`config.mk`:
```
export PLATFORM = sky130hd
export DESIGN_NAME = mult_div_unit
export DESIGN_NICKNAME = d
export VERILOG_FILES = /design/src/rtl/mult_div_unit_pkg.sv /design/src/rtl/mult_div_unit.sv
export SDC_FILE = /design/constraint.sdc
export NUM_CORES = 1
export LEC_CHECK = 0
export CAP_MARGIN = 5
export CELL_PAD_IN_SITES_DETAIL_PLACEMENT = 0
export CELL_PAD_IN_SITES_GLOBAL_PLACEMENT = 1
export CORE_MARGIN = 8
export CORE_UTILIZATION = 35
export DETAILED_ROUTE_END_ITERATION = 16
export DONT_BUFFER_PORTS = 1
export PLACE_DENSITY_LB_ADDON = 0.1
export SLEW_MARGIN = 20
export SYNTH_ARGS = -nofsm -noshare
export SYNTH_HDL_FRONTEND = slang
export SYNTH_SLANG_ARGS = --single-unit
```
`constraint.sdc`:
```
create_clock -name Clk -period 5.2 [get_ports Clk]
set_clock_uncertainty 0.05 [all_clocks]
set_input_delay 0.78 -clock Clk [delete_from_list [all_inputs] [get_ports Clk]]
set_output_delay 0.78 -clock Clk [all_outputs]
set_load 0.03 [all_outputs]
```
`src/rtl/mult_div_unit_pkg.sv`:
```
// Shared definitions for the multiply/divide unit: op encodings used by Control,
// FSM state type and small op-decode helpers.
package mdu_pkg;

    localparam logic [2:0] MDU_MULT  = 3'd0;
    localparam logic [2:0] MDU_MULTU = 3'd1;
    localparam logic [2:0] MDU_DIV   = 3'd2;
    localparam logic [2:0] MDU_DIVU  = 3'd3;
    localparam logic [2:0] MDU_MTHI  = 3'd4;
    localparam logic [2:0] MDU_MTLO  = 3'd5;

    typedef enum logic [2:0] {
        OP_MULT  = MDU_MULT,
        OP_MULTU = MDU_MULTU,
        OP_DIV   = MDU_DIV,
        OP_DIVU  = MDU_DIVU,
        OP_MTHI  = MDU_MTHI,
        OP_MTLO  = MDU_MTLO
    } mdu_op_t;

    typedef enum logic [1:0] {
        IDLE = 2'd0,
        RUN  = 2'd1,
        FIX  = 2'd2
    } mdu_state_t;

    function automatic logic op_is_arith(input logic [2:0] op);
        return (op == MDU_MULT) || (op == MDU_MULTU) || (op == MDU_DIV) || (op == MDU_DIVU);
    endfunction

    function automatic logic op_is_div(input logic [2:0] op);
        return (op == MDU_DIV) || (op == MDU_DIVU);
    endfunction

    function automatic logic op_is_signed(input logic [2:0] op);
        return (op == MDU_MULT) || (op == MDU_DIV);
    endfunction

endpackage

```
`src/rtl/mult_div_unit.sv`:
```
// Multicycle multiply (shift-add) / divide (restoring) unit with HI/LO registers.
// Signed ops run on magnitudes; signs are reapplied in the single FIX cycle.
module mult_div_unit
    import mdu_pkg::*;
#(
    parameter int WIDTH  = 32,
    parameter bit DIV_EN = 1'b1
) (
    input  logic             Clk,
    input  logic             reset,
    input  logic             start,
    input  logic [2:0]       op,
    input  logic [WIDTH-1:0] a,
    input  logic [WIDTH-1:0] b,
    output logic             busy,
    output logic             done,
    output logic             div_zero,
    output logic [WIDTH-1:0] hi,
    output logic [WIDTH-1:0] lo
);

    localparam int            CW   = $clog2(WIDTH);
    localparam logic [CW-1:0] LAST = CW'(WIDTH - 1);

    function automatic logic [WIDTH-1:0] neg_w(input logic [WIDTH-1:0] v, input logic en);
        return en ? (~v + 1'b1) : v;
    endfunction

    function automatic logic [2*WIDTH-1:0] neg_2w(input logic [2*WIDTH-1:0] v, input logic en);
        return en ? (~v + 1'b1) : v;
    endfunction

    function automatic logic [WIDTH-1:0] mag(input logic signed [WIDTH-1:0] v, input logic is_signed);
        return neg_w(v, is_signed && (v < 0));
    endfunction

    mdu_state_t         state, state_nxt;
    logic [CW-1:0]      count;
    logic               op_div, op_signed, sign_q, sign_r, dz_q, ill_q;
    logic [WIDTH-1:0]   opnd_q;
    logic [2*WIDTH-1:0] acc;

    logic               accept, start_div, start_signed, b_zero;
    logic [WIDTH-1:0]   a_mag, b_mag;
    logic [WIDTH:0]     mul_sum, div_shift, div_diff;
    logic [2*WIDTH-1:0] mul_step, div_step, prod;
    logic [WIDTH-1:0]   fix_hi, fix_lo;

    assign start_div    = op_is_div(op);
    assign start_signed = op_is_signed(op);
    assign b_zero       = (b == '0);
    assign accept       = (state == IDLE) && start && op_is_arith(op);
    assign a_mag        = mag(a, start_signed);
    assign b_mag        = mag(b, start_signed);

    // acc holds {partial product, multiplier} or {remainder, dividend/quotient}
    assign mul_sum   = {1'b0, acc[2*WIDTH-1:WIDTH]} + (acc[0] ? {1'b0, opnd_q} : '0);
    assign mul_step  = {mul_sum, acc[WIDTH-1:1]};
    assign div_shift = {acc[2*WIDTH-1:WIDTH], acc[WIDTH-1]};
    assign div_diff  = div_shift - {1'b0, opnd_q};
    assign div_step  = div_diff[WIDTH] ? {div_shift[WIDTH-1:0], acc[WIDTH-2:0], 1'b0}
                                       : {div_diff[WIDTH-1:0],  acc[WIDTH-2:0], 1'b1};
    assign prod      = neg_2w(acc, op_signed && sign_q);

    always_comb begin
        fix_hi = hi;
        fix_lo = lo;
        if (ill_q) begin
            fix_hi = hi;
        end else if (dz_q) begin
            fix_hi = acc[WIDTH-1:0];
            fix_lo = '1;
        end else if (op_div) begin
            fix_lo = neg_w(acc[WIDTH-1:0], op_signed && sign_q);
            fix_hi = neg_w(acc[2*WIDTH-1:WIDTH], op_signed && sign_r);
        end else begin
            fix_hi = prod[2*WIDTH-1:WIDTH];
            fix_lo = prod[WIDTH-1:0];
        end
    end

    always_comb begin
        state_nxt = state;
        case (state)
            IDLE: if (accept) state_nxt = (start_div && (!DIV_EN || b_zero)) ? FIX : RUN;
            RUN:  if (count == LAST) state_nxt = FIX;
            FIX:  state_nxt = IDLE;
            default: state_nxt = IDLE;
        endcase
    end

    always_comb begin
        busy = (state != IDLE);
    end

    always_ff @(posedge Clk or posedge reset) begin
        if (reset) begin
            state     <= IDLE;
            count     <= '0;
            op_div    <= 1'b0;
            op_signed <= 1'b0;
            sign_q    <= 1'b0;
            sign_r    <= 1'b0;
            dz_q      <= 1'b0;
            ill_q     <= 1'b0;
            opnd_q    <= '0;
            acc       <= '0;
            hi        <= '0;
            lo        <= '0;
            done      <= 1'b0;
            div_zero  <= 1'b0;
        end else begin
            state    <= state_nxt;
            done     <= 1'b0;
            div_zero <= 1'b0;
            case (state)
                IDLE: begin
                    if (start && op == MDU_MTHI) begin
                        hi <= a;
                    end else if (start && op == MDU_MTLO) begin
                        lo <= a;
                    end else if (accept) begin
                        op_div    <= start_div;
                        op_signed <= start_signed;
                        sign_q    <= a[WIDTH-1] ^ b[WIDTH-1];
                        sign_r    <= a[WIDTH-1];
                        dz_q      <= start_div && DIV_EN && b_zero;
                        ill_q     <= start_div && !DIV_EN;
                        count     <= '0;
                        // a divide by zero keeps the raw dividend so FIX can return it in HI
                        if (start_div) begin
                            opnd_q <= b_mag;
                            acc    <= {{WIDTH{1'b0}}, (b_zero ? a : a_mag)};
                        end else begin
                            opnd_q <= a_mag;
                            acc    <= {{WIDTH{1'b0}}, b_mag};
                        end
                    end
                end
                RUN: begin
                    count <= count + 1'b1;
                    acc   <= op_div ? div_step : mul_step;
                end
                FIX: begin
                    hi       <= fix_hi;
                    lo       <= fix_lo;
                    done     <= 1'b1;
                    div_zero <= dz_q;
                end
                default: ;
            endcase
        end
    end

endmodule

```
# Yosys cells after proc, flatten, opt, wreduce, memory -nomap -nowiden
# Cells that the tools add are included.
[word_totals] output_inout_bits=67 register_bits=174
[op_classes] n_addsub=8 n_eq_ne=14 n_mux=34 bitwise_logic=8 reduce_logical=25 order_cmp=2
[op_table] cell="2-to-1 mux 32 bit" count=15
[op_table] cell="2-to-1 mux 64 bit" count=6
[op_table] cell="adder 32 x 1 -> 32 bit, second input constant" count=4
[op_table] cell="NOT 32 bit" count=4
[op_table] cell="one-hot mux 32 bit (2 select lines)" count=2
[op_table] cell="one-hot mux 64 bit (2 select lines)" count=1
[op_table] cell="adder 64 x 1 -> 64 bit, second input constant" count=1
[op_table] cell="< comparator 32 x 1 -> 1 bit, second input constant" count=2
[op_table] cell="NOT 64 bit" count=1
[op_table] cell="adder 32 x 32 -> 33 bit" count=1
[op_table] cell="subtractor 33 x 32 -> 33 bit" count=1
[op_table] cell="logical NOT 32 bit" count=1
[op_table] cell="2-to-1 mux 5 bit" count=3
[op_table] cell="one-hot mux 5 bit (2 select lines)" count=1
[op_table] cell="logical AND 1 bit" count=9
[op_table] cell="!= test 2 bit, second input constant" count=4
[op_table] cell="AND reduction 4 bit" count=2
[op_table] cell="== test 3 x 2 -> 1 bit, second input constant" count=2
[op_table] cell="== test 3 bit, second input constant" count=2
[op_table] cell="2-to-1 mux 2 bit" count=3
[op_table] cell="nonzero test 2 bit" count=3
[op_table] cell="adder 5 x 1 -> 5 bit, second input constant" count=1
[op_table] cell="== test 5 bit, second input constant" count=1
[op_table] cell="logical OR 1 bit" count=5
[op_table] cell="other kinds (12)" count=16

# Logic depth before layout (Yosys ltp)
# Gate-level depths: netlist of run 1.
[depth] ltp_word=10 mapped_depth=14

# Worst setup path after synthesis of run 1
# Ideal clock, no wire load.
[synth_timing] path_kind="register -> register" startpoint="register acc[0]" endpoint="register acc[59]" path_buffers=1 stages_incl_launch_ff=14 arrival_ns=3.150 t_required_ns=5.024 slack_ns=1.874 period_less_slack_ns=3.326 path_cell_list="dfrtp_1 > inv_1 > clkbuf_1 > nor2_1 > ha_1 > a21o_1 > a21o_1 > a221oi_1 > a21oi_1 > o221ai_1 > o2111ai_1 > o211a_1 > xor2_1 > a221o_1"
[synth_via] elab_chain_cells=4
[synth_lines] item="start: declaration" line="mult_div_unit.sv:41" text="logic [2*WIDTH-1:0] acc;"
[synth_lines] item="start signal: assignment" line="mult_div_unit.sv:133" text="acc <= {{WIDTH{1'b0}}, (b_zero ? a : a_mag)};"
[synth_lines] item="start signal: assignment" line="mult_div_unit.sv:136" text="acc <= {{WIDTH{1'b0}}, b_mag};"
[synth_lines] item="start signal: assignment" line="mult_div_unit.sv:142" text="acc <= op_div ? div_step : mul_step;"
[synth_lines] item="2-to-1 mux 32 bit" line="mult_div_unit.sv:57" text="assign mul_sum = {1'b0, acc[2*WIDTH-1:WIDTH]} + (acc[0] ? {1'b0, opnd_q} : '0);"
[synth_lines] item="adder 32 x 32 -> 33 bit" line="mult_div_unit.sv:57"
[synth_lines] item="2-to-1 mux 64 bit" line="mult_div_unit.sv:142"
[synth_lines] item="one-hot mux 64 bit (2 select lines)" line="mult_div_unit.sv:116" text="case (state)"
# Every way passes these cells.
# A chain may end at the register's enable or synchronous reset.

# Final worst setup path of run 1
# Same ends and word-level chain as after synthesis.

==> results of run 1 <==
## registers in the layout, summed over array words and instances, names as in the netlist
| register | count |
|---|---|
| div_zero | 1 |
| sign_q | 1 |
| opnd_q | 32 |
| op_div | 1 |
| acc | 64 |
| done | 1 |
| hi | 32 |
| count | 5 |
| dz_q | 1 |
| sign_r | 1 |
| lo | 32 |
| op_signed | 1 |
| state | 2 |
## cells in the mapped netlist (8+ instances only)
cell type	instances	area share, %
buf_1	14	0.34
nand2_1	211	5.1
o21a_1	12	0.58
inv_1	64	1.5
and3_1	14	0.56
or4_1	9	0.43
a211oi_1	17	0.82
o21ai_0	164	5.3
ha_1	70	5.6
a22oi_1	21	1.0
or2_2	11	0.44
o221ai_1	22	1.2
clkbuf_1	128	3.1
o21bai_1	8	0.38
a22o_1	9	0.51
xnor2_1	117	6.6
a222oi_1	17	1.1
a31oi_1	23	0.92
a221oi_1	12	0.67
or3_1	14	0.56
o31ai_1	19	0.91
nor2b_1	9	0.36
nand4_1	12	0.48
a21oi_1	139	4.5
mux2i_1	42	2.7
nand2b_1	20	0.80
xor2_1	83	4.7
o21ai_1	43	1.4
nor2_1	188	4.5
o211ai_1	34	1.6
and2_1	11	0.44
nand3_1	29	0.93
mux2_2	9	0.65
dfrtp_1	174	28
nor4_1	24	0.96
a21o_1	24	1.2
o22ai_1	45	1.8
nor3_1	40	1.3
## worst max path at each step
stage | startpoint | to | slack [ns] | cells past startpoint
floorplan | acc[0] | acc[59] | 1.87 | 13
global placement | acc[31] | acc[60] | 1.19 | 13
detailed placement | acc[31] | acc[60] | 1.12 | 13
CTS | acc[31] | acc[60] | 1.11 | 13
global route | acc[0] | acc[59] | 0.89 | 12
finish | acc[0] | acc[59] | 1.05 | 12
## final cells by class
| class | count | area, sq um | area share [%] |
|---|---|---|---|
| diodes | 1 | 2.50 | 0.0150 |
| clock buffers | 18 | 439 | 2.64 |
| clock inverters | 13 | 118 | 0.707 |
| inverters | 65 | 248 | 1.49 |
| multi-input cells | 1616 | 10500 | 62.9 |
| flip-flops and latches | 174 | 4360 | 26.2 |
| well taps | 592 | 741 | 4.45 |
| repair buffers | 32 | 265 | 1.59 |
## layer usage
layer  part of all wire, %  global-route usage, %  routed length [um]
met2                    45                   40.6               30500
met3                   6.2                   4.21                4200
met4                   3.0                   9.21                2020
met5                 0.018                      0                  12
met1                    45                   35.1               30600
## power by group
group | internal, mW | total (mW) | switching (mW)
registers | 1.95 | 3.35 | 1.40
clock network | 0.670 | 1.30 | 0.631
logic | 2.71 | 6.83 | 4.12
total | 5.33 | 11.5 | 6.15
## worst max-delay path: stages (launching register included)
cell       delay, ns
dfrtp_1         0.38
inv_1           0.39
nor2_1          0.11
ha_1            0.38
a21o_1          0.20
a21o_1          0.18
a221oi_1        0.59
a21oi_1         0.25
o221ai_1        0.62
o2111ai_1       0.22
o211a_1         0.19
xor2_1          0.14
a221o_1         0.32
## kinds of logic after synthesis
family                     after synthesis
DFF                                    174
buffers and inverters                  216
xor gates and xnor gates               200
muxes                                   51
AOI/OAI and AO/OA                      661
and+or+nand+nor                        632
adders and majority gates               72
==> metrics.md, run 1 <==
| Metric | Value |
|---|---|
| Total power | `between 10 and 15 mW` |
| VDD IR max | `about 0.00028 V` |
| Worst hold path class | `primary input to asynchronous set/reset pin` |
| HPWL Detailed | `51,200 um` |
| Gpl congestion | `0.917` |
| F_max | `241 MHz` |
| Drt total wl | `67,400 um` |
| Commonest non-fill, non-tap cell in the layout | `nand2_1` |
| Main synth FF type | `dfrtp_1` |
| Outcome | `finished, final reports clean` |
| Core ar. | `between 0.04 and 0.05 sq mm` |
| First-pass GRT wire length | `99,600 um` |
| CP required | `5.50 ns` |
| Die Wd | `227 um` |
| Root Driver | `clkbuf_16` |
| Setup CP Type | `flop to flop` |
| Max-slew headroom | `24.7%` |
| Worst R2R Setup Slack | `1.05 ns` |
| Most frequent cells in the layout | `nand2_1 (211), nor2_1 (185), dfrtp_1 (173), o21ai_0 (164), a21oi_1 (139)` |
| Crit Path Max Fanout | `15` |
| Vias post-DR | `approximately 15,000` |
| Clock transition at path regs | `0.07 ns` |
| DRC | `0` |
| Post-CTS sizing | `0` |
| Worst R2R End | `acc[59]` |
| Fin crit period | `between 4 and 5 ns` |
| Area Overhead vs Synth | `6.57%` |
| # Max-Cap Violations | `0` |
| Clock sink count | `about 170` |
| Post-synthesis mux area share | `under 10%` |
| Distinct cells, synth | `84` |
| Worst-case clock buffer depth | `2` |
| Endpoints failing hold | `0` |
| Mapped Area | `0.0156 sq mm` |
| Placed cell area | `0.0161 sq mm` |
| Post-DR wirelength/cell | `26.8 um` |
| Period utilisation layout | `79.8%` |
| Overflow after GRT | `0` |
| Worst Tran Pin Value | `1.13 ns` |
| Synth warnings | `0` |
| Setup ws final | `1.05 ns` |
| Finished Core Util | `~38%` |
| Avg Inst Size Synth | `7.78 sq um` |
| Synth Area in Simple Gates | `19.4%` |
| Initial antenna violation count | `4` |
| CP Capture Type | `flop` |
| Worst skew pair latency | `about 0.48 ns` |
| Number of flops mapped to enable cells by yosys | `0` |
| CTS hold repair buffers | `0` |
| Initial Util | `roughly 35%` |
| Worst setup SP type | `flop` |
| FF-to-FF Start | `acc[0]` |
| Die Area | `0.0516 sq mm` |
| Nets@finish | `about 2,000` |
| Tot GR Track Use | `25.7%` |
| Num ports | `137` |
| Layout fillers | `4,699` |
| Setup violations, final | `0` |
| Max-slew violation count | `0` |
| Fraction of the mapped netlist area in adder cells | `5.87%` |
| CTS tree | `done` |
| Site Rows | `between 70 and 80` |
| Post-Syn Nets | `2,148` |
| Setup TNS | `0 ns` |
| Finished Cell Area | `0.0166 sq mm` |
| Synth Instances | `2,006` |
| Vias in the first global route | `14,817` |
| Fraction of registers with async set/reset | `100%` |
| Non-Filler Instances | `2,511` |
| Combinational family with the most area after synthesis | `compound AO/OA/AOI/OAI gates` |
| Via/cell ratio | `~6` |
| Fin Hold WS | `0.305 ns` |
| P_leak | `~6.7 nW` |
| Cell Pwr Density | `690 mW/mm^2` |
| Register area share after synthesis | `27.9%` |
| Drt pass-1 iters | `7` |
| # port buffers | `0` |
| Post-Place Worst Slack | `between 1 and 1.5 ns` |
| H-tree depth | `4` |
| Largest net degree at the start of global routing | `approximately 100` |
| Total CTS buffers | `17` |
| RSZ-0062 raised after global routing | `false` |
| Placed cells | `2,479` |
| XOR/XNOR share of the synthesized area | `11.2%` |
| Worst R2R Path Depth | `12` |
| Fraction of layout cells with a size suffix above 1 | `under 10%` |
| Chip Height | `227 um` |
| Worst Path Arrival | `4.45 ns` |
| Register bit total from synthesis | `between 150 and 200` |
| Post-CTS Setup Bufs | `0` |
| Synth Area in Compound Gates | `26.9%` |
| ANT nets after route | `0` |
| Initial drt markers | `1,549` |
Power figures use the tool's default switching activity.
==> run 2: changes to the inputs <==
- clock period: 5.2 -> 3.8 ns (I/O delays scaled with it)
==> metrics.md, run 2 (synthesis gave the netlist of run 1 again) <==
| Metric | Value |
|---|---|
| Outcome | `finished, final reports clean` |
| Max reg flops | `64` |
| Drt total wl | `66,600 um` |
| First-pass GRT wire length | `98,900 um` |
| Total CTS buffers | `17` |
| Initial Util | `35.4%` |
| Worst hold stages | `1` |
| FF-to-FF Start | `acc[0]` |
| Num ports | `137` |
| Tot GR Track Use | `25.5%` |
| Fraction of layout cells with a size suffix above 1 | `8.63%` |
| Core ar. | `0.0441 sq mm` |
| Largest Register | `acc` |
| Seq pwr share | `27.5%` |
| Worst skew pair latency | `0.47 ns` |
| Endpoints failing hold | `0` |
| Gate power share | `about 60%` |
| WHS Endpoint | `op_signed` |
| Min-delay src | `op[0]` |
| Clock transition at path regs | `~0.070 ns` |
| Setup TNS | `0 ns` |
| DRC | `0` |
| # port buffers | `0` |
| RSZ-0062 raised after global routing | `false` |
| CP required | `about 4.1 ns` |
| Max-slew headroom | `33.9%` |
| F_max | `285 MHz` |
| Worst R2R Setup Slack | `just under 0.3 ns` |
| Post-Place Worst Slack | `about 0.12 ns` |
| Finished Cell Area | `roughly 0.017 sq mm` |
| Clk pwr share | `11.9%` |
| Worst hold path class | `primary input to flop` |
| Worst-case clock buffer depth | `2` |
| Clock sink count | `between 150 and 200` |
| CP Capture Type | `flop` |
| Post-DR wirelength/cell | `26.0 um` |
| Overflow after GRT | `0` |
| Setup violations, final | `0` |
| Commonest non-fill, non-tap cell in the layout | `nand2_1` |
| Chip Height | `about 230 um` |
| VDD IR max | `0.000507 V` |
| Via/cell ratio | `approximately 6.0` |
| Setup CP Type | `flop to flop` |
| Initial drt markers | `1,470` |
| Worst Tran Pin Value | `0.990 ns` |
| Ant diodes | `0` |
| Worst R2R End | `acc[54]` |
| Internal | `around 7.6 mW` |
| Largest net degree at the start of global routing | `66` |
| Cell Pwr Density | `940 mW/mm^2` |
| Worst R2R Path Depth | `14` |
| Placed cell area | `around 0.016 sq mm` |
| H-tree depth | `4` |
| Die Area | `0.0516 sq mm` |
| Vias in the first global route | `15,011` |
| Drt pass-1 iters | `6` |
| Most frequent cells in the layout | `nand2_1 (211), nor2_1 (186), dfrtp_1 (173), o21ai_0 (164), a21oi_1 (139)` |
| Max-slew violation count | `0` |
| Die Wd | `around 230 um` |
| Setup ws final | `0.293 ns` |
| Layout fillers | `4,684` |
| Gpl congestion | `0.941` |
| HPWL Detailed | `roughly 52,000 um` |
| # Max-Cap Violations | `0` |
| Site Rows | `77` |
| CTS tree | `done` |
| Area Overhead vs Synth | `9.39%` |
| Root Driver | `clkbuf_16` |
| Fin crit period | `between 3 and 4 ns` |
| P_leak | `6.99 nW` |
| Switching part of the total | `a little over half` |
| Vias post-DR | `~15,000` |
| Initial antenna violation count | `0` |
| ANT nets after route | `0` |
| Crit Path Max Fanout | `7` |
| Sw Pwr | `8.40 mW` |
| Worst setup SP type | `flop` |
| Period utilisation layout | `92.3%` |
| Worst Path Arrival | `3.80 ns` |
| Nets@finish | `2,098` |
==> run 2: cell types whose count changed in the layout (fill, tap and decap cells not counted), sizes merged <==
cell         before  now
bufinv            1    3
clkbuf           18   22
clkinvlp          6    3
buf              32   81
dlygate4sd3       0    1
diode             1    0
inv              65   63
==> run 2: final cells by class <==
type | instances | area [sq um] | area share [%]
multi-input combinational | 1616 | 10500 | 61.3
sequential | 174 | 4360 | 25.5
tap | 592 | 741 | 4.34
timing repair buffer | 82 | 668 | 3.91
clock buffer | 22 | 464 | 2.72
inverter | 65 | 251 | 1.47
clock inverter | 10 | 135 | 0.792
==> run 2: how the worst max path moves through the flow <==
stage | slack, ns | start | endpoint | cells past startpoint
2_1_floorplan | 0.47 | acc[0] | acc[59] | 13
3_3_place_gp | 0.12 | acc[0] | acc[60] | 13
3_5_place_dp | 0.12 | acc[0] | acc[60] | 13
4_1_cts | 0.1 | acc[0] | acc[60] | 13
5_1_grt | 0.02 | acc[0] | acc[54] | 13
6_report | 0.29 | acc[0] | acc[54] | 14
==> run 2: power groups by stage <==
stage                     registers, mW  clock network, mW  logic [mW]
after floorplan                    3.86                  0        7.02
after global placement             4.44                  0        9.58
after detailed placement           4.45                  0        9.58
after CTS                          4.41               1.94        9.63
after global routing               4.54               2.01        10.7
final                              4.41               1.90        9.74
==> run 2: worst max-delay path, stage by stage, from the launching register on <==
cell      delay [ns]
dfrtp_1         0.41
buf_4           0.18
nand2_1         0.11
inv_1           0.05
ha_1            0.28
a211oi_1        0.34
nor3_1          0.12
or4b_1          0.57
a31oi_1         0.28
o21ai_1         0.19
buf_4           0.20
a41oi_1         0.25
xnor2_1         0.09
a22oi_1         0.18
o21ai_1         0.09
==> run 2: per-layer routing <==
| metal | track usage [%] | part of all wire, % |
|---|---|---|
| met1 | 34.9 | 45 |
| met2 | 40.2 | 45 |
| met3 | 4.23 | 6.7 |
| met4 | 9.35 | 3.1 |
| met5 | 0 | 0 |
==> run 2: repair_timing <==
action                                  in CTS  in global routing
hold buffers                                 1                  0
endpoints found under the hold margin        8                  0
endpoints found under the setup margin       0                  4
buffers inserted                             0                  2
gates resized for setup                      0                  1
==> run 2: stage by stage <==
step	cells	hold WS, ns	util, %	total power, mW
floorplan	2006	0.399	-	10.9
global placement	2526	0.367	37.3	14.0
global route	2561	0.140	38.7	17.3
detailed placement	2526	0.364	37.3	14.0
finish	2561	0.163	38.7	16.0
CTS	2559	0.136	38.6	16.0
==> run 3: changes to the inputs <==
- SKIP_LAST_GASP: default -> 1
==> results of run 3 <==
Same layout as run 2: the final DEF is identical, and so are final timing and power.
